File: config.mk
export PLATFORM = sky130hd
export DESIGN_NAME = seg_scan_decoder
export DESIGN_NICKNAME = d
export VERILOG_FILES = /design/src/rtl/seg_scan_decoder.sv
export SDC_FILE = /design/constraint.sdc
export NUM_CORES = 1
export LEC_CHECK = 0
export BUFFER_PORTS_ARGS = -buffer_cell sky130_fd_sc_hd__buf_4
export CORE_UTILIZATION = 35
export CTS_BUF_LIST = sky130_fd_sc_hd__clkbuf_16
export CTS_CLUSTER_SIZE = 14
export DETAILED_ROUTE_END_ITERATION = 10
export HOLD_SLACK_MARGIN = 0.12
export RECOVER_POWER = 50
export SYNTH_ARGS = -nofsm -noshare
export SYNTH_HDL_FRONTEND = slang
export SYNTH_SLANG_ARGS = --single-unit
File: constraint.sdc
create_clock -name clk -period 6.7 [get_ports clk]
set_clock_uncertainty 0.1 [all_clocks]
set_input_delay 0.335 -clock clk [delete_from_list [all_inputs] [get_ports clk]]
set_output_delay 0.335 -clock clk [all_outputs]
set_load 0.05 [all_outputs]
File: src/rtl/seg_scan_decoder.sv
// Scanned 7-segment display decoder: recovers 8 BCD digits from an/seg.
// Optional error counter port and logic: define SEG_SCAN_ERR_CNT_EN.
module seg_scan_decoder #(
  parameter int STABLE_CYCLES = 4
) (
  input  logic        clk,
  input  logic        reset,
  input  logic [7:0]  an,
  input  logic [6:0]  seg,
  input  logic        err_clr,
  output logic [31:0] digits,
  output logic        frame_valid,
  output logic        digit_err,
  output logic        an_err
`ifdef SEG_SCAN_ERR_CNT_EN
  ,
  output logic [7:0]  err_cnt
`endif
);

  localparam logic [7:0] CNT_MAX  = 8'(STABLE_CYCLES);
  localparam logic [7:0] CNT_LAST = 8'(STABLE_CYCLES - 1);

  logic [7:0]  an_q1, an_q2;
  logic [6:0]  seg_q1, seg_q2;
  logic [7:0]  cnt;
  logic [7:0]  seen;
  logic [31:0] partial;

  logic       stable;
  logic       capture;
  logic [7:0] an_low;
  logic       an_hot;
  logic       an_idle;
  logic       dig_wr;
  logic       an_bad;
  logic       seg_bad;
  logic       err_hit;
  logic [3:0] digit_val;
  logic [7:0] wr_mask;
  logic [7:0] seen_base;
  logic       frame_done;

  // Two-flop synchronizers; idle values match a blank, deselected display
  always_ff @(posedge clk or negedge reset) begin
    if (!reset) begin
      an_q1  <= 8'hFF;
      an_q2  <= 8'hFF;
      seg_q1 <= 7'h7F;
      seg_q2 <= 7'h7F;
    end else begin
      an_q1  <= an;
      an_q2  <= an_q1;
      seg_q1 <= seg;
      seg_q2 <= seg_q1;
    end
  end

  // The value loaded into the second stage is the new synchronized value,
  // so comparing the stages detects a change one edge before it lands.
  always_comb begin
    stable     = ({an_q1, seg_q1} == {an_q2, seg_q2});
    capture    = stable && (cnt == CNT_LAST);
    an_low     = ~an_q2;
    an_hot     = (an_low != 8'h00) &&
                 ((an_low & (an_low - 8'd1)) == 8'h00);
    an_idle    = (an_q2 == 8'hFF);
    frame_done = (seen == 8'hFF);
  end

  // Active-low segment pattern to digit value
  always_comb begin
    digit_val = 4'hF;
    case (seg_q2)
      7'h40:   digit_val = 4'h0;
      7'h79:   digit_val = 4'h1;
      7'h24:   digit_val = 4'h2;
      7'h30:   digit_val = 4'h3;
      7'h19:   digit_val = 4'h4;
      7'h12:   digit_val = 4'h5;
      7'h02:   digit_val = 4'h6;
      7'h78:   digit_val = 4'h7;
      7'h00:   digit_val = 4'h8;
      7'h10:   digit_val = 4'h9;
      7'h7F:   digit_val = 4'hE;
      default: digit_val = 4'hF;
    endcase
  end

  // Capture qualification and next seen mask
  always_comb begin
    seg_bad   = (digit_val == 4'hF);
    dig_wr    = capture && an_hot;
    an_bad    = capture && !an_hot && !an_idle;
    err_hit   = an_bad || (dig_wr && seg_bad);
    wr_mask   = dig_wr ? an_low : 8'h00;
    seen_base = (frame_done || err_clr) ? 8'h00 : seen;
  end

  // Stability counter saturating at STABLE_CYCLES
  always_ff @(posedge clk or negedge reset) begin
    if (!reset) begin
      cnt <= 8'd0;
    end else if (!stable) begin
      cnt <= 8'd0;
    end else if (cnt != CNT_MAX) begin
      cnt <= cnt + 8'd1;
    end
  end

  // Partial frame assembly, frame publish and sticky error flags
  always_ff @(posedge clk or negedge reset) begin
    if (!reset) begin
      seen        <= 8'h00;
      partial     <= 32'h0;
      digits      <= 32'h0;
      frame_valid <= 1'b0;
      digit_err   <= 1'b0;
      an_err      <= 1'b0;
    end else begin
      seen        <= seen_base | wr_mask;
      frame_valid <= frame_done;
      if (frame_done) begin
        digits <= partial;
      end
      for (int i = 0; i < 8; i++) begin
        if (wr_mask[i]) begin
          partial[4*i +: 4] <= digit_val;
        end
      end
      digit_err <= (digit_err && !err_clr) || (dig_wr && seg_bad);
      an_err    <= (an_err && !err_clr) || an_bad;
    end
  end

`ifdef SEG_SCAN_ERR_CNT_EN
  // Saturating count of error-raising captures
  always_ff @(posedge clk or negedge reset) begin
    if (!reset) begin
      err_cnt <= 8'd0;
    end else if (err_clr) begin
      err_cnt <= {7'd0, err_hit};
    end else if (err_hit && (err_cnt != 8'hFF)) begin
      err_cnt <= err_cnt + 8'd1;
    end
  end
`endif

endmodule

==> impl_metrics.yaml <==
drt:
  wl_met1_um: 4320
  post_drt_wl_per_cell_um: 15.0
  dr.max_layer_used: "met4"
  dr_wl_met3_um: 344
  routed_wl_um: 8880
  drt_iter0_drc: 141
  wl_met2_um: 4060
  num_vias: 2821
  via_per_inst: 4.76
  drcViolationCount: 0
  first_pass_iters: 4
  ant_nets: 0
status:
  failed_checks: "capacitance limit, slew limit"
  outcome: "finished, violations left"
synth:
  synth_cells: 321
  ys.flop_type: "dfrtp_1"
  synth_edf_count: 0
  yosys.area.top_type: "dfrtp_1"
  yosysWarnings: 0
  syn_nets: 341
  yosysTopAreaCellShare: 0.439
  synth.distinct_cells: 46
  synth-async-reset-ratio: 1.00
  synth_area_leaders: "dfrtp_1 44%, dfstp_2 17%, mux2_2 8.6%"
  synthesis.area_um2: 4730
  ys_seq_area_frac: 0.606
  avgSynthCellArea_um2: 14.7
  synth-seq-cells: 113
sta:
  maxSlewHeadroom: -1.02
  post-route-period-util: 0.528
  worstMarginPinSlew_ns: 3.04
  grt_setup_unrepaired: "false"
  tns_ns: 0
  final-setup-viol-count: 0
  postLayoutSetupSlackWorst_ns: 3.16
  fmax_ghz: 0.283
  drv_slew: 59
  min_period_ns: 3.54
  hold_violations: 0
worst_setup_path:
  path_cells: "dlygate4sd3_1 > clkbuf_1 > buf_4"
  crit_type: "in -> async"
  cp_slowest_cell: "clkbuf_1"
  start_kind: "input pin"
  endpoint_kind: "async pin"
  critical_path_required_ns: 7.07
  path_max_fanout: 58
  crit_family: "buffers and inverters"
  arrival_ns: 3.91
  cp_num_buf_inv: 3
  max_stage_delay_ns: 2.13
cts:
  clockBufferDepth: 2
  htree_levels: 4
  cts_root_buf: "clkbuf_16"
  clkTransAtPathRegs_ns: 0.05
  clock_sinks: 113
  cts_tree: "yes"
  postCtsResizedCells: 0
  clkLatencyLatePin_ns: 0.41
  cts_made_buffers: 17
cells_and_area:
  fillers: 1202
  final_layout_size_suffix_gt1_frac: 0.276
  fin_nets: 424
  area_delta_synth_final_pct: 26.5
  n_antenna_cell: 0
job:
  maxCapViolCount: 1
floorplan:
  fp-row-count: 42
  die_w_um: 118
  fp.dieH_um: 118
  io_pins: 53
  initial_utilization: 0.358
  placeableCoreArea_um2: 13200
  dieArea_um2: 14000
grt:
  grt_max_degree: 59
  antenna_found_initial: 0
  first_global_vias: 2910
  grt_pass1_wl_um: 14800
  track_usage: 0.141
  grt_overflow: 0
placement:
  gp_congestion: 0.809
  dp_slack_ns: 4.12
  portBuffers: 52
  dpl.hpwl_um: 5890
power:
  leakage_nw: 2.81
  powerDensity_nw_per_um2: 287
  ir_drop_mv: 0.156
worst_hold_path:
  hold_path.class: "reg -> reg"
-- per-layer routing --
metal	vias to the layer above	GRT usage
li1	1342	-
met1	1405	0.187
met2	61	0.207
met3	13	0.0415
met4	0	0.0769
met5	-	0
-- cells in the final DEF, fill, tap and decap left out, drive strengths merged, types with 8 or more instances in the layout --
cell         instances
dlygate4sd3         17
clkbuf              68
xor2                16
dfstp               30
nor2                16
mux2                64
or4                  8
a21o                 8
dfrtp               83
nor4                 9
-- cell usage after synthesis (2+ instances only) --
cell type / n
mux2_2: 36
dfstp_2: 30
a21oi_1: 3
buf_2: 2
nor3_1: 3
nand3_1: 7
nand4b_1: 2
inv_1: 5
dfrtp_1: 83
nand2_1: 4
o21ai_0: 5
buf_6: 2
nand4_1: 5
and3_1: 5
or3_1: 2
a21o_1: 8
or4_1: 8
xnor2_1: 7
and4_1: 2
clkbuf_1: 6
nor4_4: 9
nor3_2: 2
xor2_1: 15
nand4_4: 2
nor3b_1: 2
ha_1: 2
nor2_1: 16
mux2_1: 28
o2111ai_1: 2
a31oi_1: 2
-- registers in the layout, indices dropped and copies added, names as in the netlist --
signal and count:
digits 32, partial 32, seg_q2 7, cnt 8, seen 8, an_err 1
an_q2 8, an_q1 8, frame_valid 1, digit_err 1, seg_q1 7
-- final timing paths --
check,end,slack [ns],startpoint,cells after the start
min in group asynchronous,digits[27]$_DFFE_PN0P_,1.36,reset,2
max in group clk,partial[30]$_DFFE_PN0P_,4.12,an_q2[6]$_DFF_PN1_,5
worst max register to register,partial[30]$_DFFE_PN0P_,4.12,an_q2[6]$_DFF_PN1_,5
worst min register to register,seg_q2[0]$_DFF_PN1_,0.28,seg_q1[0]$_DFF_PN1_,0
worst min-delay path,seg_q2[0]$_DFF_PN1_,0.28,seg_q1[0]$_DFF_PN1_,0
worst max-delay path,partial[22]$_DFFE_PN0P_,3.16,reset,3
-- layout make-up --
cell class	instances	area, um2	share of cell area
Clock buffer	17	425	0.0711
Clock inverter	15	199	0.0333
Inverter	5	18.8	0.00314
Multi-Input combinational cell	193	1790	0.299
Sequential cell	113	2870	0.479
Tap cell	176	220	0.0368
Timing Repair Buffer	74	463	0.0774
-- logic make-up after synthesis --
logic type / Yosys count / share of synthesized area
AOI/OAI and AO/OA: 28 / 0.0455
buffers and inverters: 15 / 0.0156
muxes: 65 / 0.155
DFF: 113 / 0.606
adders and majority gates: 3 / 0.00741
xor gates and xnor gates: 23 / 0.0442
and+or+nand+nor: 74 / 0.127
-- timing repair --
item	4_1_cts	5_1_grt
setup buffers	0	0
hold buffers	17	0
endpoints found under the hold margin	48	0
-- power breakdown --
part / total (W) / switching (W) / internal [W]
Combinational: 0.0000603 / 0.0000355 / 0.0000249
Clock: 0.000946 / 0.000297 / 0.000649
Sequential: 0.000713 / 0.0000139 / 0.000699
Total: 0.00172 / 0.000346 / 0.00137
-- through the flow --
step / instances / instance area (um2) / util / power [W] / hold WS (ns)
floorplan: 321 / 4730 / - / 0.000749 / -0.0606
global placement: 544 / 5320 / 0.404 / 0.000779 / 0.263
CTS: 593 / 6120 / 0.464 / 0.00175 / 0.269
global route: 593 / 5980 / 0.453 / 0.00178 / 0.285
finish: 593 / 5980 / 0.453 / 0.00172 / 0.276
detailed placement: 544 / 5320 / 0.404 / 0.000780 / 0.263
(Power assumes the default switching activity.)
